### config.mk
export PLATFORM = sky130hd
export DESIGN_NAME = dac_write_scheduler
export DESIGN_NICKNAME = d
export VERILOG_FILES = /design/src/rtl/dac_sched_pkg.sv /design/src/rtl/dac_req_slot.sv /design/src/rtl/dac_write_scheduler.sv
export SDC_FILE = /design/constraint.sdc
export NUM_CORES = 1
export LEC_CHECK = 0
export ABC_AREA = 0
export ABC_CLOCK_PERIOD_IN_PS = 3650
export BUFFER_PORTS_ARGS = -buffer_cell sky130_fd_sc_hd__clkbuf_2
export CAP_MARGIN = 15
export CELL_PAD_IN_SITES_DETAIL_PLACEMENT = 0
export CELL_PAD_IN_SITES_GLOBAL_PLACEMENT = 2
export CORE_ASPECT_RATIO = 1.75
export CORE_MARGIN = 5
export CORE_UTILIZATION = 37
export DETAILED_ROUTE_END_ITERATION = 16
export GPL_ROUTABILITY_DRIVEN = 0
export PLACE_DENSITY_LB_ADDON = 0.1
export SLEW_MARGIN = 20
export SYNTH_ARGS = -nofsm -noshare
export SYNTH_HDL_FRONTEND = slang
export SYNTH_SLANG_ARGS = --single-unit
### constraint.sdc
create_clock -name i_Clk -period 3.65 [get_ports i_Clk]
set_clock_uncertainty 0.1 [all_clocks]
set_input_delay 0.1825 -clock i_Clk [delete_from_list [all_inputs] [get_ports i_Clk]]
set_output_delay 0.1825 -clock i_Clk [all_outputs]
set_load 0.005 [all_outputs]
### src/rtl/dac_sched_pkg.sv
// Shared FSM states, source/byte-order encodings and small helpers for dac_write_scheduler.
package dac_sched_pkg;

  typedef enum logic [2:0] {
    ST_IDLE,
    ST_SEND_HI,
    ST_WAIT_HI,
    ST_SEND_LO,
    ST_WAIT_LO,
    ST_GAP
  } state_e;

  localparam logic       SRC_LOOP = 1'b0;
  localparam logic       SRC_HOST = 1'b1;
  localparam logic [7:0] DROP_MAX = 8'd255;
  localparam logic       BYTE_HI  = 1'b0;
  localparam logic       BYTE_LO  = 1'b1;

  function automatic logic [7:0] code_byte(input logic [15:0] code, input logic sel);
    return (sel == BYTE_HI) ? code[15:8] : code[7:0];
  endfunction

  function automatic logic [15:0] clamp_code(input logic [15:0] code,
                                             input logic [15:0] lo,
                                             input logic [15:0] hi);
    if (code < lo) return lo;
    if (code > hi) return hi;
    return code;
  endfunction

  // Up to two requests can be dropped in one cycle (loop and host together).
  function automatic logic [7:0] drop_add(input logic [7:0] cnt, input logic [1:0] inc);
    logic [8:0] sum;
    sum = {1'b0, cnt} + {7'd0, inc};
    return (sum > {1'b0, DROP_MAX}) ? DROP_MAX : sum[7:0];
  endfunction

endpackage

### src/rtl/dac_req_slot.sv
// One pending DAC request: capture wins over clear; ovr_o flags a valid entry being overwritten.
// Zero-latency flags, one-cycle capture; never stalls the requester.
module dac_req_slot (
  input  logic        i_Clk,
  input  logic        i_Rst_L,
  input  logic        cap_i,
  input  logic [15:0] code_i,
  input  logic        clr_i,
  output logic        vld_o,
  output logic [15:0] code_o,
  output logic        ovr_o
);

  logic        vld_q, vld_d;
  logic [15:0] code_q, code_d;

  always_comb begin
    vld_d  = vld_q;
    code_d = code_q;
    if (cap_i) begin
      vld_d  = 1'b1;
      code_d = code_i;
    end else if (clr_i) begin
      vld_d = 1'b0;
    end
  end

  // A capture in the cycle the old entry is granted is not a loss.
  assign ovr_o  = cap_i & vld_q & ~clr_i;
  assign vld_o  = vld_q;
  assign code_o = code_q;

  always_ff @(posedge i_Clk or negedge i_Rst_L) begin
    if (!i_Rst_L) begin
      vld_q  <= 1'b0;
      code_q <= 16'h0000;
    end else begin
      vld_q  <= vld_d;
      code_q <= code_d;
    end
  end

endmodule

### src/rtl/dac_write_scheduler.sv
// Arbitrates loop/host DAC codes and sends each as MSB then LSB over the SPI master DV/Ready handshake.
// Grant 1 clk after DV, MSB strobe 1 clk later; waits on Ready with timeout. Optional clamp: DAC_CLAMP_EN.
module dac_write_scheduler
  import dac_sched_pkg::*;
#(
  parameter int unsigned GAP_CYCLES     = 50,
  parameter int unsigned TIMEOUT_CYCLES = 4095,
  parameter logic [15:0] RESET_CODE     = 16'h8CCD,
  parameter logic [15:0] CODE_MIN       = 16'h0000,
  parameter logic [15:0] CODE_MAX       = 16'hFFFF
) (
  input  logic        i_Clk,
  input  logic        i_Rst_L,
  input  logic        i_Loop_DV,
  input  logic [15:0] i_Loop_Code,
  input  logic        i_Host_DV,
  input  logic [15:0] i_Host_Code,
  input  logic        i_Host_Hold,
  input  logic        i_TX_Ready,
  output logic [7:0]  o_TX_Byte,
  output logic        o_TX_DV,
  output logic        o_Busy,
  output logic        o_Done,
  output logic        o_Timeout,
  output logic [15:0] o_Last_Code,
  output logic        o_Last_Src,
  output logic [7:0]  o_Drop_Count
);

  localparam int unsigned CNT_MAX  = (TIMEOUT_CYCLES > GAP_CYCLES) ? TIMEOUT_CYCLES : GAP_CYCLES;
  localparam int unsigned CW       = $clog2(CNT_MAX + 1);
  localparam logic [CW-1:0] TMO_LAST = CW'(TIMEOUT_CYCLES - 1);
  localparam logic [CW-1:0] GAP_LAST = CW'(GAP_CYCLES - 1);
`ifdef DAC_CLAMP_EN
  localparam logic CLAMP_EN = 1'b1;
`else
  localparam logic CLAMP_EN = 1'b0;
`endif

  state_e      state_q, state_d;
  logic [CW-1:0] cnt_q, cnt_d;
  logic [15:0] work_code_q;
  logic        work_src_q;
  logic [7:0]  tx_byte_q;
  logic        done_q, timeout_q;
  logic [15:0] last_code_q;
  logic        last_src_q;
  logic [7:0]  drop_q;
  logic        hold_q;

  logic        loop_vld, host_vld, loop_ovr, host_ovr;
  logic [15:0] loop_code, host_code;
  logic        grant, grant_host, tx_dv, tx_sel, done_d, timeout_d;
  logic        first, tmo_hit;
  logic [15:0] grant_code;
  logic [7:0]  cur_byte;
  logic [1:0]  drop_inc;

  assign grant_host = host_vld;

  dac_req_slot u_loop_slot (
    .i_Clk   (i_Clk),
    .i_Rst_L (i_Rst_L),
    .cap_i   (i_Loop_DV & ~i_Host_Hold),
    .code_i  (i_Loop_Code),
    .clr_i   ((grant & ~grant_host) | (i_Host_Hold & ~hold_q)),
    .vld_o   (loop_vld),
    .code_o  (loop_code),
    .ovr_o   (loop_ovr)
  );

  dac_req_slot u_host_slot (
    .i_Clk   (i_Clk),
    .i_Rst_L (i_Rst_L),
    .cap_i   (i_Host_DV),
    .code_i  (i_Host_Code),
    .clr_i   (grant & grant_host),
    .vld_o   (host_vld),
    .code_o  (host_code),
    .ovr_o   (host_ovr)
  );

  assign drop_inc = {1'b0, (i_Loop_DV & i_Host_Hold) | loop_ovr} + {1'b0, host_ovr};
  assign first    = (cnt_q == '0);
  assign tmo_hit  = (cnt_q == TMO_LAST);

  always_ff @(posedge i_Clk or negedge i_Rst_L) begin
    if (!i_Rst_L) state_q <= ST_IDLE;
    else          state_q <= state_d;
  end

  // WAIT_* ignores Ready in its first cycle: the master only drops Ready after seeing DV.
  always_comb begin
    state_d = state_q;
    case (state_q)
      ST_IDLE:    if (grant) state_d = ST_SEND_HI;
      ST_SEND_HI: if (i_TX_Ready) state_d = ST_WAIT_HI;
                  else if (tmo_hit) state_d = ST_GAP;
      ST_WAIT_HI: if (!first && i_TX_Ready) state_d = ST_SEND_LO;
                  else if (tmo_hit) state_d = ST_GAP;
      ST_SEND_LO: if (i_TX_Ready) state_d = ST_WAIT_LO;
                  else if (tmo_hit) state_d = ST_GAP;
      ST_WAIT_LO: if (!first && i_TX_Ready) state_d = ST_GAP;
                  else if (tmo_hit) state_d = ST_GAP;
      ST_GAP:     if (cnt_q == GAP_LAST) state_d = ST_IDLE;
      default:    state_d = ST_IDLE;
    endcase
  end

  always_comb begin
    grant     = 1'b0;
    tx_dv     = 1'b0;
    tx_sel    = BYTE_HI;
    done_d    = 1'b0;
    timeout_d = 1'b0;
    case (state_q)
      ST_IDLE:    grant  = host_vld | loop_vld;
      ST_SEND_HI: tx_dv  = i_TX_Ready;
      ST_SEND_LO: begin
        tx_dv  = i_TX_Ready;
        tx_sel = BYTE_LO;
      end
      ST_WAIT_LO: done_d = ~first & i_TX_Ready;
      default: ;
    endcase
    if (state_q inside {ST_SEND_HI, ST_WAIT_HI, ST_SEND_LO, ST_WAIT_LO})
      timeout_d = (state_d == ST_GAP) & ~done_d;
  end

  always_comb begin
    cnt_d = cnt_q + CW'(1);
    if (state_d != state_q || state_q == ST_IDLE) cnt_d = '0;
  end

  always_comb begin
    grant_code = grant_host ? host_code : loop_code;
    if (CLAMP_EN) grant_code = clamp_code(grant_code, CODE_MIN, CODE_MAX);
  end

  assign cur_byte = code_byte(work_code_q, tx_sel);

  always_ff @(posedge i_Clk or negedge i_Rst_L) begin
    if (!i_Rst_L) begin
      cnt_q       <= '0;
      work_code_q <= 16'h0000;
      work_src_q  <= SRC_LOOP;
      tx_byte_q   <= 8'h00;
      done_q      <= 1'b0;
      timeout_q   <= 1'b0;
      last_code_q <= RESET_CODE;
      last_src_q  <= SRC_LOOP;
      drop_q      <= 8'h00;
      hold_q      <= 1'b0;
    end else begin
      cnt_q     <= cnt_d;
      done_q    <= done_d;
      timeout_q <= timeout_d;
      drop_q    <= drop_add(drop_q, drop_inc);
      hold_q    <= i_Host_Hold;
      if (grant) begin
        work_code_q <= grant_code;
        work_src_q  <= grant_host ? SRC_HOST : SRC_LOOP;
      end
      if (tx_dv) tx_byte_q <= cur_byte;
      if (done_d) begin
        last_code_q <= work_code_q;
        last_src_q  <= work_src_q;
      end
    end
  end

  assign o_TX_DV      = tx_dv;
  assign o_TX_Byte    = tx_dv ? cur_byte : tx_byte_q;
  assign o_Busy       = (state_q != ST_IDLE);
  assign o_Done       = done_q;
  assign o_Timeout    = timeout_q;
  assign o_Last_Code  = last_code_q;
  assign o_Last_Src   = last_src_q;
  assign o_Drop_Count = drop_q;

endmodule
* Word-level counts from Yosys, hierarchy flattened *
Index checks and enable logic that the tools add are counted.

storage, ports and cells
  logic and storage cells = 82
  output and inout port bits = 37
  input port bits = 38
  register bits = 102

cells by class
  reductions and logical operators = 10
  add/subtract/negate cells = 3
  bitwise gates (word level) = 21
  equal/unequal tests = 9
  mux-type cells = 23
  $lt $le $gt $ge = 1

operators by type and width
  cell                                                   count
  2-to-1 mux 8 bit                                       3
  2-to-1 mux 3 bit                                       7
  one-hot mux 3 bit (6 select lines)                     1
  2-to-1 mux 16 bit                                      1
  adder 12 x 1 -> 12 bit (second input constant)         1
  equality test 12 bit (second input constant)           1
  equality test 12 x 6 -> 1 bit (second input constant)  1
  zero test 12 bit                                       1
  2-to-1 mux 12 bit                                      1
  AND 1 bit                                              11
  2-to-1 mux 1 bit                                       10
  adder 8 x 2 -> 9 bit                                   1
  equality test 3 bit (second input constant)            3
  > comparator 9 x 8 -> 1 bit (second input constant)    1
  inverter 1 bit                                         7
  equality test 3 x 2 -> 1 bit (second input constant)   2
  nonzero test 2 bit                                     2
  nonzero test 4 bit                                     1
  equality test 3 x 1 -> 1 bit (second input constant)   1
  zero test 3 bit                                        1
  inequality test 3 bit                                  1
  bitwise OR 1 bit                                       3
  nonzero test 3 bit                                     1
  adder 1 x 1 -> 2 bit                                   1
  4 further kinds                                        4

* Logic depth before layout (Yosys ltp) *
Gate-level depths: netlist of run 1.

  depth after elaboration = 11
  gate-level depth with buffers = 10
  gate-level depth less buffers = 9

* By module *
From an unflattened synthesis of run 1, not the netlist that was laid out.

unflattened totals
  cells, all modules = 396
  area total of the unflattened synthesis = 4,805.9 sq um

modules (own cells, without submodules)
  module               sequential area each (sq um)  area an instance (sq um)  cells an instance  times used
  dac_write_scheduler  1,711.6                       3,432.0                   320                1
  dac_req_slot         425.4                         686.9                     38                 2

* Worst setup path after synthesis of run 1 *
Ideal clock, no wire load.

  path kind = register to register
  from = register state_q[0]
  to = register drop_q[0] (netlist: o_Drop_Count[0])
  arrival = 2.448 ns
  buffers on the path = 1
  cell stages (with the launch flop) = 11
  setup time = 0.127 ns
  clock period less this slack = 2.675 ns
  slack = 0.975 ns
  required time = 3.423 ns
  cell sequence = dfrtp_1 -> clkbuf_1 -> nor3_1 -> inv_1 -> o21a_1 -> o21a_1 -> fa_1 -> ha_1 -> nand3_1 -> or2_0 -> nand2b_1

between the ends
  longest elaborated chain between the ends = 11
  elaborated cells on any way between the ends = 14
  those cells by class = add/sub (2); order compare (1); mux (2); bitwise (8); reduce/logical (1)

ends and longest elaborated chain
  element                      RTL line                    RTL
  start, declared              dac_write_scheduler.sv:40   state_e state_q, state_d;
  start signal, assigned       dac_write_scheduler.sv:89   else state_q <= state_d;
  zero test 3 bit *            dac_write_scheduler.sv:116  case (state_q)
  2-to-1 mux 1 bit *           dac_write_scheduler.sv:116
  AND 1 bit                    dac_write_scheduler.sv:66   .clr_i ((grant & ~grant_host) | (i_Host_Hold & ~hold_q)),
  bitwise OR 1 bit             dac_write_scheduler.sv:66
  inverter 1 bit               dac_req_slot.sv:29          assign ovr_o = cap_i & vld_q & ~clr_i;
  AND 1 bit                    dac_req_slot.sv:29
  bitwise OR 1 bit             dac_write_scheduler.sv:83   assign drop_inc = {1'b0, (i_Loop_DV & i_Host_Hold) | loop_ovr} + {1'b0, host_ovr};
  adder 1 x 1 -> 2 bit *       dac_write_scheduler.sv:83
  adder 8 x 2 -> 9 bit *       dac_sched_pkg.sv:34         sum = {1'b0, cnt} + {7'd0, inc};
  > comparator 9 x 8 -> 1 bit  dac_sched_pkg.sv:35         return (sum > {1'b0, DROP_MAX}) ? DROP_MAX : sum[7:0];
  2-to-1 mux 8 bit *           dac_sched_pkg.sv:35
  end signal, assigned         dac_write_scheduler.sv:158  drop_q <= drop_add(drop_q, drop_inc);
  end, declared                dac_write_scheduler.sv:48   logic [7:0] drop_q;

Every way passes the cells marked *; elsewhere a longest branch is shown, timed or not.
A chain may end at the register's enable or synchronous reset.

* Final worst setup path of run 1 *
  from = register state_q[1]
  to = register drop_q[0] (netlist: o_Drop_Count[0])

Same word-level chain as after synthesis.

==> flow_summary_export.csv, run 1 <==
group,metric,value,unit
drt,dr.first_iter.drc_count,79,
setup_path,timing.critical_path.from_type,"flip-flop",
placed_design,dpl.hpwl,8.97,mm
cells_and_area,multi_input_combinational_cell_area,1970,um2
placed_design,portBuffers,74,
drt,routed_wl,11.9,mm
synthesis,synthArstFlopShare,100,%
global_route,first_global_vias,3677,
cells_and_area,syn2layout_area_growth,23.8,%
synthesis,yosysUniqueCellTypes,49,
global_route,maximum_number_of_pins_on_one_net_before_global_route_repair,53,
cells_and_area,total_inserted_antenna_cells,0,
drt,drc_errors,0,
placed_design,detailedPlace.worstSlack,0.976,ns
global_route,grt_antenna_before_repair,0,
synthesis,syn-cell-area,4730,um2
drt,overall_via_count_from_detail_route,3366,
drt,dr.max_layer_used,"met4",
clock_network,cts_root_buffer,"sky130_fd_sc_hd__clkbuf_16",
setup_path,cp.required,3.76,ns
clock_network,worst_skew_pair.late_latency,0.34,ns
clock_network,cts_resized,0,
drt,dr.pass1.iters,4,
setup_path,worst-setup-path-type,"flip-flop to flip-flop",
synthesis,yosysTopAreaCellShare,49.7,%
global_route,gr-total-overflow,0,
synthesis,synth_most_common_cell,"sky130_fd_sc_hd__dfrtp_1",
floorplan,placeableCoreArea,12500,um2
clock_network,htreeDepth,3,
cells_and_area,finalNonFillerCells,674,
setup_path,critical_path_arrival,2.77,ns
floorplan,dieWidth,95.5,um
floorplan,initial_utilization,37.9,%
placed_design,dp_cells,624,
global_route,grt_pass1_wl,19.5,mm
synthesis,yosys-top-cells-area,"sky130_fd_sc_hd__dfrtp_1 50%, sky130_fd_sc_hd__mux2_2 12%, sky130_fd_sc_hd__dfstp_2 4.4%",
drt,met2_length,6.88,mm
flow_run,maxCapViolations,0,
pwr,leakagePower,2.64,nW
drt,wire_per_inst,17.6,um
sta,layout_min_cycle_time,2.66,ns
clock_network,clkTransAtPathRegs,0.07,ns
min_path,hold_path_class,"primary input to flip-flop",
clock_network,number_of_cts_inserted_buffers,9,
sta,timing.max_slew.rel_slack,51.1,%
clock_network,cts.sinks,102,
sta,timing.fmax,376,MHz
clock_network,cts_tree,"built",
sta,maxSlewViolCount,0,
cells_and_area,layout.nets,545,
setup_path,crit_path_end_kind,"flip-flop",
floorplan,row_count,54,
drt,route.antenna.remaining_nets,0,
synthesis,synth_edf_count,0,
cells_and_area,final.fill_count,1186,
synthesis,netlist_top_cells_count,"94 x sky130_fd_sc_hd__dfrtp_1, 49 x sky130_fd_sc_hd__mux2_2, 39 x sky130_fd_sc_hd__nand2_1, 29 x sky130_fd_sc_hd__o21ai_0, 16 x sky130_fd_sc_hd__a22oi_1",
floorplan,boundaryPins,75,
sta,timing.final.hold_violations,0,
sta,setup_viol_count_final,0,
pwr,peakVddDrop,0.000300,V
synthesis,synth_top_area_cell,"sky130_fd_sc_hd__dfrtp_1",
synthesis,synthFlopType,"sky130_fd_sc_hd__dfrtp_1",
sta,worstMarginPinSlew,0.727,ns
synthesis,postSynthNetCount,441,
sta,final_cycle_share,72.8,%
cells_and_area,final_layout_size_suffix_gt1_share,36.0,%
synthesis,yosys_register_bits,102,
floorplan,design.die.area,15200,um2
drt,met1_length,4.55,mm
pwr,cellPowerDensity,721,nW/um2
floorplan,die_height,160,um
synthesis,synth_cells,397,
setup_path,crit_path_max_fanout,19,
synthesis,count_of_yosys_warnings_during_synthesis,0,
cells_and_area,sequential_cell_area,2560,um2
synthesis,post_synth.cell_area_avg,11.9,um2
sta,hold_slack,0.271,ns
sta,final_critical_path_setup_slack,0.991,ns
status,outcome,"completed",
synthesis,synth-seq-area-share,54.2,%
drt,route.detailed.vias_per_inst,4.99,
clock_network,clock_tree_buffer_depth,2,
sta,totalNegativeSetupSlack,0,ns
sta,unrepaired_setup_endpoints_after_global_routing,"false",
global_route,gr-usage-all-layers,16.6,%
drt,wl_met3,279,um
-- path summary, 6_finish.rpt --
kind | slack, ns | depth (start not counted) | from | to
min in group asynchronous | 0.33 | 2 | i_Rst_L | o_Timeout$_DFF_PN0_
hold reg to reg | 0.40 | 2 | tx_byte_q[1]$_DFF_PN0_ | tx_byte_q[1]$_DFF_PN0_
hold / removal | 0.27 | 4 | i_Loop_DV | o_Drop_Count[0]$_DFF_PN0_
setup reg to reg | 0.99 | 10 | state_q[1]$_DFF_PN0_ | o_Drop_Count[0]$_DFF_PN0_
setup / recovery | 0.99 | 10 | state_q[1]$_DFF_PN0_ | o_Drop_Count[0]$_DFF_PN0_
max in group asynchronous | 2.23 | 3 | i_Rst_L | o_Last_Code[15]$_DFFE_PN1P_
-- registers in the layout, indices dropped and copies added, names as in the netlist --
signal / flops
u_host_slot.code_o: 16
o_Timeout: 1
work_code_q: 16
work_src_q: 1
state_q: 3
cnt_q: 12
u_loop_slot.code_o: 16
tx_byte_q: 8
u_host_slot.vld_o: 1
hold_q: 1
o_Done: 1
o_Last_Code: 16
u_loop_slot.vld_o: 1
o_Last_Src: 1
o_Drop_Count: 8
-- area by class of cell --
class / count / share of cell area (%)
Multi-Input combinational cell: 261 / 33.7
Sequential cell: 102 / 43.7
Tap cell: 168 / 3.59
Timing Repair Buffer: 117 / 13.3
Clock buffer: 9 / 3.84
Clock inverter: 7 / 1.22
Inverter: 10 / 0.641
-- metrics by stage --
step / power, mW / instance area, um2 / util [%]
after global routing: 4.53 / 5860 / 46.9
final: 4.22 / 5860 / 46.9
after floorplan: 2.73 / 4730 / -
after detailed placement: 3.29 / 5220 / 41.8
after global placement: 3.27 / 5220 / 41.8
after CTS: 4.31 / 5860 / 46.9
-- where the power goes --
part | switching [mW] | leakage, nW | internal (mW)
registers | 0.278 | 1.24 | 1.49
logic | 0.805 | 1.25 | 0.684
clock network | 0.434 | 0.150 | 0.536
total | 1.52 | 2.64 | 2.71
-- critical path, cell delays in order, from the launching register on --
cell                       delay [ns]
sky130_fd_sc_hd__dfrtp_1         0.39
sky130_fd_sc_hd__nor3_1          0.20
sky130_fd_sc_hd__buf_4           0.17
sky130_fd_sc_hd__inv_1           0.05
sky130_fd_sc_hd__buf_4           0.19
sky130_fd_sc_hd__and3_1          0.21
sky130_fd_sc_hd__fa_1            0.42
sky130_fd_sc_hd__ha_1            0.26
sky130_fd_sc_hd__nand3_1         0.13
sky130_fd_sc_hd__or2_0           0.31
sky130_fd_sc_hd__nand2b_1        0.10
-- repair_timing --
item | CTS | global route
hold buffers | 34 | 0
endpoints found under the hold margin | 81 | 0
buffers inserted | 0 | 0
-- layer usage --
metal | vias to the layer above | GRT usage [%]
met1 | 1702 | 18.1
met3 | 10 | 2.46
met5 | - | 0
li1 | 1600 | -
met2 | 54 | 31.9
met4 | 0 | 4.92
-- cells by family after synthesis --
kind of cell | after synthesis | share of synthesized area, %
AND/OR/NAND/NOR | 111 | 13.6
flip-flops | 102 | 54.2
AO/OA/AOI/OAI | 72 | 10.2
multiplexers | 57 | 13.4
buffers and inverters | 34 | 4.18
XOR/XNOR | 15 | 2.78
adder cells (fa/ha/maj) | 6 | 1.75
-- cell usage in the layout, fill, tap and decap left out, types with 10 or more instances in the layout --
| cell type | count |
|---|---|
| sky130_fd_sc_hd__a22oi_1 | 16 |
| sky130_fd_sc_hd__buf_4 | 10 |
| sky130_fd_sc_hd__clkbuf_2 | 73 |
| sky130_fd_sc_hd__dfrtp_1 | 94 |
| sky130_fd_sc_hd__dlygate4sd3_1 | 34 |
| sky130_fd_sc_hd__inv_1 | 10 |
| sky130_fd_sc_hd__mux2_2 | 49 |
| sky130_fd_sc_hd__nand2_1 | 39 |
| sky130_fd_sc_hd__nor3_2 | 10 |
| sky130_fd_sc_hd__o21ai_0 | 29 |
No activity file was read; power rests on OpenSTA's default activity.
==> run 2, diff against run 1 <==
Settings changed: ABC_AREA 0 to 1, ABC_CLOCK_PERIOD_IN_PS 3650 to 2300, CORE_UTILIZATION 37 to 31.
Clock period 3.65 ns to 2.3 ns, I/O delays scaled along.
==> run 2 against run 1 <==
  * Wire length grew 0.98%
  * Hold slack lost 0.17 ns
  * Power shrank 0.68%
  * Final cell count grew 15%
  * Via count grew 5.3%
  * First-iteration DRC count grew 56%
  * Core utilization shrank 5.4 points
  * Fmax grew 19%
  * Cell area grew 0.70%
  * Synthesized cell count grew 16%
  * Critical endpoint is now o_Drop_Count[3]$_DFF_PN0_
==> flow_summary_export.csv, run 2 <==
group,metric,value,unit
setup_path,rrSetupSlack,0.07,ns
placed_design,portBuffers,74,
clock_network,htreeDepth,3,
drt,route.antenna.remaining_nets,0,
synthesis,synthArstFlopShare,100,%
cells_and_area,final_layout_size_suffix_gt1_share,29.9,%
sta,final_critical_path_setup_slack,0.0727,ns
clock_network,cts_root_buffer,"sky130_fd_sc_hd__clkbuf_16",
cells_and_area,syn2layout_area_growth,32.4,%
synthesis,yosysTopAreaCellShare,52.8,%
cells_and_area,final.fill_count,1478,
sta,setup_viol_count_final,0,
global_route,grt_antenna_before_repair,0,
setup_path,max_stage_delay,0.42,ns
drt,drc_errors,0,
sta,timing.fmax,449,MHz
drt,routed_wl,12.0,mm
setup_path,startpoint,"state_q[2]$_DFF_PN0_",
setup_path,crit_chain,"nor3_4, nand3_2, nand2_2, a21boi_2, fa_2, ha_4, nand2_2, nor2_2, inv_2, nor2_4, nand4_1, buf_6, o21ai_2",
drt,overall_via_count_from_detail_route,3544,
setup_path,worst-setup-path-type,"flip-flop to flip-flop",
synthesis,synth_edf_count,0,
floorplan,dieWidth,101,um
setup_path,timing.critical_path.depth,13,
synthesis,yosys_register_bits,102,
synthesis,yosys-top-cells-area,"sky130_fd_sc_hd__dfrtp_1 53%, sky130_fd_sc_hd__nand2_1 7.1%, sky130_fd_sc_hd__dfstp_2 4.7%",
setup_path,crit_end,"o_Drop_Count[3]$_DFF_PN0_",
setup_path,crit_path_end_kind,"flip-flop",
setup_path,critical_path_s_top_delay_family,"simple AND/OR/NAND/NOR gates",
synthesis,yosysUniqueCellTypes,37,
clock_network,worst_skew_pair.late_latency,0.35,ns
global_route,first_global_vias,3760,
global_route,gr-usage-all-layers,14.8,%
setup_path,critical_path_arrival,2.35,ns
drt,dr.first_iter.drc_count,123,
cells_and_area,layout.nets,635,
clock_network,cts.sinks,102,
sta,worstMarginPinSlew,0.570,ns
synthesis,synthFlopType,"sky130_fd_sc_hd__dfrtp_1",
cells_and_area,total_inserted_antenna_cells,0,
status,outcome,"completed",
placed_design,dpl.hpwl,8.81,mm
synthesis,synth_cells,462,
placed_design,detailedPlace.worstSlack,-0.0191,ns
clock_network,clock_tree_buffer_depth,2,
pwr,leakagePower,2.98,nW
drt,dr.pass1.iters,4,
pwr,peakVddDrop,0.000413,V
floorplan,boundaryPins,75,
synthesis,synth_top_area_cell,"sky130_fd_sc_hd__dfrtp_1",
drt,route.detailed.vias_per_inst,4.57,
setup_path,crit_path_top_delay_cell,"sky130_fd_sc_hd__dfrtp_2",
sta,layout_min_cycle_time,2.23,ns
setup_path,cp_common_cell,"sky130_fd_sc_hd__nand2_2",
synthesis,postSynthNetCount,506,
setup_path,cp.required,2.43,ns
synthesis,synth-seq-area-share,57.5,%
floorplan,die_height,169,um
global_route,grt_pass1_wl,19.3,mm
synthesis,synth_most_common_cell,"sky130_fd_sc_hd__dfrtp_1",
floorplan,row_count,58,
global_route,gr-total-overflow,0,
setup_path,rr_endpoint,"o_Drop_Count[3]$_DFF_PN0_",
synthesis,count_of_yosys_warnings_during_synthesis,0,
drt,wire_per_inst,15.4,um
pwr,cellPowerDensity,711,nW/um2
setup_path,reg2reg_from,"state_q[2]$_DFF_PN0_",
clock_network,cts_tree,"built",
min_path,hold_path_class,"primary input to flip-flop",
floorplan,initial_utilization,31.3,%
global_route,maximum_number_of_pins_on_one_net_before_global_route_repair,46,
sta,final_cycle_share,96.8,%
setup_path,timing.critical_path.from_type,"flip-flop",
sta,unrepaired_setup_endpoints_after_global_routing,"true",
synthesis,netlist_top_cells_count,"94 x sky130_fd_sc_hd__dfrtp_1, 84 x sky130_fd_sc_hd__nand2_1, 54 x sky130_fd_sc_hd__inv_1, 51 x sky130_fd_sc_hd__nor2_1, 38 x sky130_fd_sc_hd__o21ai_0",
synthesis,post_synth.cell_area_avg,9.64,um2
floorplan,placeableCoreArea,14200,um2
cells_and_area,post-route-cell-area,5900,um2
cells_and_area,mostFrequentLayoutCell,"sky130_fd_sc_hd__dfrtp_1",
synthesis,syn-cell-area,4460,um2
sta,timing.max_slew.rel_slack,62.0,%
clock_network,clkTransAtPathRegs,0.08,ns
placed_design,post_dp_cell_area,5150,um2
floorplan,design.die.area,17000,um2
flow_run,maxCapViolations,0,
clock_network,number_of_cts_inserted_buffers,9,
sta,timing.final.hold_violations,0,
setup_path,worstRegToRegCells,13,
sta,maxSlewViolCount,0,
setup_path,crit_path_max_fanout,8,
cells_and_area,layout_common_cells,"93 x sky130_fd_sc_hd__dfrtp_1, 80 x sky130_fd_sc_hd__nand2_1, 73 x sky130_fd_sc_hd__clkbuf_2",
setup_path,cp_num_buf_inv,2,
pwr,power.total,4.19,mW
run 2: report_power, final:
part           switching (mW)  internal [mW]
combinational           0.285          0.250
clock                   0.757          0.873
sequential              0.104           1.93
total                    1.15           3.05
run 2: area by class of cell:
| class | instances | area [um2] | area share [%] |
|---|---|---|---|
| sequential | 102 | 2560 | 43.4 |
| multi-input combinational | 289 | 1670 | 28.4 |
| timing repair buffer | 131 | 905 | 15.3 |
| clock buffer | 9 | 225 | 3.82 |
| tap | 180 | 225 | 3.82 |
| inverter | 58 | 218 | 3.69 |
| clock inverter | 7 | 90.1 | 1.53 |
run 2: metal layers:
metal  global-route usage [%]  vias up  share of wire (%)
li1                         -     1751                  -
met1                     17.6     1703                 41
met2                     26.4       77                 54
met3                     2.27       13                3.2
met4                     5.22        0                2.0
met5                        0        -                  0
run 2: timing repair:
item | in CTS | in global routing
gates resized for setup | 2 | 18
endpoints found under the hold margin | 70 | 0
cloned | 0 | 0
pin swaps | 4 | 8
hold buffers | 35 | 0
buffers inserted | 2 | 2
setup endpoints to repair | 6 | 15
run 2: worst register-to-register path, cell delays in order, from the launching register on:
cell and delay [ns]:
sky130_fd_sc_hd__dfrtp_2 0.42, sky130_fd_sc_hd__nor3_4 0.22, sky130_fd_sc_hd__nand3_2 0.11, sky130_fd_sc_hd__nand2_2 0.08, sky130_fd_sc_hd__a21boi_2 0.07, sky130_fd_sc_hd__fa_2 0.39, sky130_fd_sc_hd__ha_4 0.18, sky130_fd_sc_hd__nand2_2 0.07
sky130_fd_sc_hd__nor2_2 0.04, sky130_fd_sc_hd__inv_2 0.07, sky130_fd_sc_hd__nor2_4 0.04, sky130_fd_sc_hd__nand4_1 0.11, sky130_fd_sc_hd__buf_6 0.15, sky130_fd_sc_hd__o21ai_2 0.06
run 2: logic make-up (layout without fill, tap and decap cells):
logic type	after synthesis	count (layout)	share of synthesized area [%]
adder cells (fa/ha/maj)	6	6	1.85
multiplexers	17	17	4.30
AND/OR/NAND/NOR	177	177	17.5
AO/OA/AOI/OAI	77	77	10.2
buffers and inverters	71	205	6.26
flip-flops	102	102	57.5
XOR/XNOR	12	12	2.36
run 2: worst min path at each step:
stage,startpoint,slack [ns],endpoint,cells after the start
after floorplan,i_Rst_L,-0.28,cnt_q[0]$_DFF_PN0_,0
after global placement,i_Rst_L,0.06,cnt_q[2]$_DFF_PN0_,1
after detailed placement,i_Rst_L,0.06,cnt_q[1]$_DFF_PN0_,1
after CTS,i_TX_Ready,0.09,state_q[0]$_DFF_PN0_,3
after global routing,i_TX_Ready,0.10,state_q[0]$_DFF_PN0_,3
final,i_TX_Ready,0.1,state_q[0]$_DFF_PN0_,3
run 2: metrics by stage:
stage	TNS, ns	hold slack (ns)	instances	util (%)
finish	0	0.0984	776	41.5
global route	-0.497	0.104	776	41.5
CTS	0	0.0883	774	41.0
detailed placement	-0.0629	0.0575	721	36.2
global placement	0	0.0570	721	36.2
floorplan	0	-0.281	462	-
==> run 3, diff against run 2 <==
Settings changed: SETUP_SLACK_MARGIN set to 0.5.
==> run 3 against run 2 <==
  * Critical path depth stayed put
  * Non-clock buffer count is 23 higher
  * Combinational power is 6.7% lower
  * Critical path type unchanged
  * Highest routed layer unchanged
  * Final cell count is 3.1% higher
  * Largest power group unchanged
  * Count of clock-buffer cells in the layout stayed put
  * Die area stayed put
  * Via count is 3.6% higher
  * Global-route usage is 0.31 points higher
==> flow_summary_export.csv, run 3 (synthesis results as in run 2) <==
group,metric,value,unit
setup_path,cp_num_buf_inv,2,
cells_and_area,syn2layout_area_growth,43.2,%
setup_path,cp.required,2.42,ns
setup_path,crit_path_end_kind,"flip-flop",
status,outcome,"completed",
drt,dr.first_iter.drc_count,141,
sta,final_cycle_share,94.9,%
drt,route.detailed.vias_per_inst,4.59,
clock_network,cts_root_buffer,"sky130_fd_sc_hd__clkbuf_16",
sta,worstMarginPinSlew,0.424,ns
sta,layout_min_cycle_time,2.18,ns
min_path,hold_path_class,"primary input to flip-flop",
global_route,maximum_number_of_pins_on_one_net_before_global_route_repair,48,
sta,timing.max_slew.rel_slack,71.7,%
clock_network,cts_tree,"built",
placed_design,detailedPlace.worstSlack,0.0178,ns
clock_network,cts.sinks,102,
sta,maxSlewViolCount,0,
drt,overall_via_count_from_detail_route,3672,
cells_and_area,final_layout_size_suffix_gt1_share,37.1,%
setup_path,reg2reg_from,"state_q[1]$_DFF_PN0_",
cells_and_area,finalCoreUtilization,44.8,%
setup_path,critical_path_s_top_delay_family,"simple AND/OR/NAND/NOR gates",
pwr,cellPowerDensity,627,nW/um2
drt,wire_per_inst,15.4,um
clock_network,clock_tree_buffer_depth,2,
floorplan,boundaryPins,75,
setup_path,max_stage_delay,0.41,ns
global_route,gr-total-overflow,0,
cells_and_area,layout.nets,659,
pwr,peakVddDrop,0.000404,V
clock_network,number_of_cts_inserted_buffers,9,
floorplan,die_height,169,um
cells_and_area,mostFrequentLayoutCell,"sky130_fd_sc_hd__dfrtp_1",
global_route,gr-usage-all-layers,15.1,%
floorplan,initial_utilization,31.3,%
placed_design,portBuffers,74,
pwr,leakagePower,3.14,nW
placed_design,dpl.hpwl,8.86,mm
setup_path,worst-setup-path-type,"flip-flop to flip-flop",
sta,hold_slack,0.0123,ns
cells_and_area,layout_common_cells,"93 x sky130_fd_sc_hd__dfrtp_1, 72 x sky130_fd_sc_hd__clkbuf_2, 68 x sky130_fd_sc_hd__nand2_1",
setup_path,crit_path_top_delay_cell,"sky130_fd_sc_hd__dfrtp_1",
global_route,grt_pass1_wl,20.0,mm
sta,unrepaired_setup_endpoints_after_global_routing,"true",
floorplan,row_count,58,
sta,totalNegativeSetupSlack,0,ns
drt,routed_wl,12.4,mm
min_path,hold_path.startpoint,"i_Host_Hold",
drt,route.antenna.remaining_nets,0,
floorplan,placeableCoreArea,14200,um2
drt,drc_errors,0,
clock_network,htreeDepth,3,
setup_path,cp_common_cell,"sky130_fd_sc_hd__nand2_2",
setup_path,rrSetupSlack,0.12,ns
sta,timing.final.hold_violations,0,
clock_network,worst_skew_pair.late_latency,0.34,ns
drt,dr.pass1.iters,4,
flow_run,maxCapViolations,0,
clock_network,clkTransAtPathRegs,0.07,ns
setup_path,timing.critical_path.from_type,"flip-flop",
floorplan,dieWidth,101,um
floorplan,design.die.area,17000,um2
pwr,power.total,4.00,mW
global_route,first_global_vias,3858,
setup_path,critical_path_arrival,2.31,ns
global_route,grt_antenna_before_repair,0,
sta,timing.fmax,458,MHz
cells_and_area,total_inserted_antenna_cells,0,
setup_path,crit_chain,"nor3_4, nand3_2, nand2_2, a21boi_2, fa_2, ha_4, nand2_2, nor2_1, inv_1, nor2_2, nand4_1, buf_6, o21ai_1",
setup_path,startpoint,"state_q[1]$_DFF_PN0_",
sta,setup_viol_count_final,0,
sta,final_critical_path_setup_slack,0.118,ns
setup_path,crit_path_max_fanout,6,
run 3: cell count changes in the layout (fill, tap and decap cells not counted), moves of 4 or more:
cell,before,now
sky130_fd_sc_hd__nand2_1,80,68
sky130_fd_sc_hd__buf_6,1,12
sky130_fd_sc_hd__nand2_2,6,17
sky130_fd_sc_hd__buf_4,21,30
sky130_fd_sc_hd__mux2_2,17,9
sky130_fd_sc_hd__mux2_4,0,8
sky130_fd_sc_hd__nor2_4,2,10
sky130_fd_sc_hd__nand3_1,11,6
sky130_fd_sc_hd__nor2_1,49,44
sky130_fd_sc_hd__nand3_4,0,4
sky130_fd_sc_hd__o21ai_2,4,0
run 3: routing by layer:
metal,global-route usage [%],up-vias,routed length (um)
met3,1.98,9,306
met5,0,-,0
met4,4.87,0,140
met1,17.3,1807,4990
li1,-,1796,-
met2,28.1,60,6920
run 3: final timing paths:
| path | endpoint | cells after the start |
|---|---|---|
| max | o_Drop_Count[4]$_DFF_PN0_ | 13 |
| min | u_loop_slot.vld_o$_DFFE_PN0P_ | 4 |
| max reg2reg | o_Drop_Count[4]$_DFF_PN0_ | 13 |
| min reg2reg | work_src_q$_DFFE_PN0P_ | 2 |
| max in group asynchronous | o_Last_Code[3]$_DFFE_PN1P_ | 3 |
| min in group asynchronous | cnt_q[8]$_DFF_PN0_ | 2 |
run 3: what timing repair did:
item	in CTS	in global routing
endpoints found under the setup margin	42	50
resized for setup	46	33
cloned	2	1
hold buffers	35	0
pin swaps	16	16
buffers inserted	18	9
hold endpoints to repair	101	0
run 3: through the flow:
stage | instances | cell area (um2)
after detailed placement | 719 | 5200
after CTS | 790 | 6180
final | 800 | 6380
after global placement | 719 | 5200
after floorplan | 462 | 4520
after global routing | 800 | 6380
run 3: power by group:
group / total [mW] / leakage [nW] / switching (mW) / internal (mW)
clock network: 1.48 / 0.141 / 0.721 / 0.760
logic: 0.499 / 1.74 / 0.265 / 0.234
registers: 2.02 / 1.26 / 0.0952 / 1.93
total: 4.00 / 3.14 / 1.08 / 2.92
run 3: cell type report:
class                           count  area, um2
Fill cell                        1457       7850
Timing Repair Buffer              154       1160
Tap cell                          180        225
Inverter                           58        230
Clock buffer                        9        225
Multi-Input combinational cell    290       1900
Sequential cell                   102       2560
Clock inverter                      7       66.3
run 3: worst reg2reg max path, cell delays in order (launching register included):
cell and delay, ns:
sky130_fd_sc_hd__dfrtp_1 0.41, sky130_fd_sc_hd__nor3_4 0.22, sky130_fd_sc_hd__nand3_2 0.10, sky130_fd_sc_hd__nand2_2 0.09
sky130_fd_sc_hd__a21boi_2 0.06, sky130_fd_sc_hd__fa_2 0.37, sky130_fd_sc_hd__ha_4 0.18, sky130_fd_sc_hd__nand2_2 0.06
sky130_fd_sc_hd__nor2_1 0.04, sky130_fd_sc_hd__inv_1 0.07, sky130_fd_sc_hd__nor2_2 0.05, sky130_fd_sc_hd__nand4_1 0.13
sky130_fd_sc_hd__buf_6 0.14, sky130_fd_sc_hd__o21ai_1 0.06
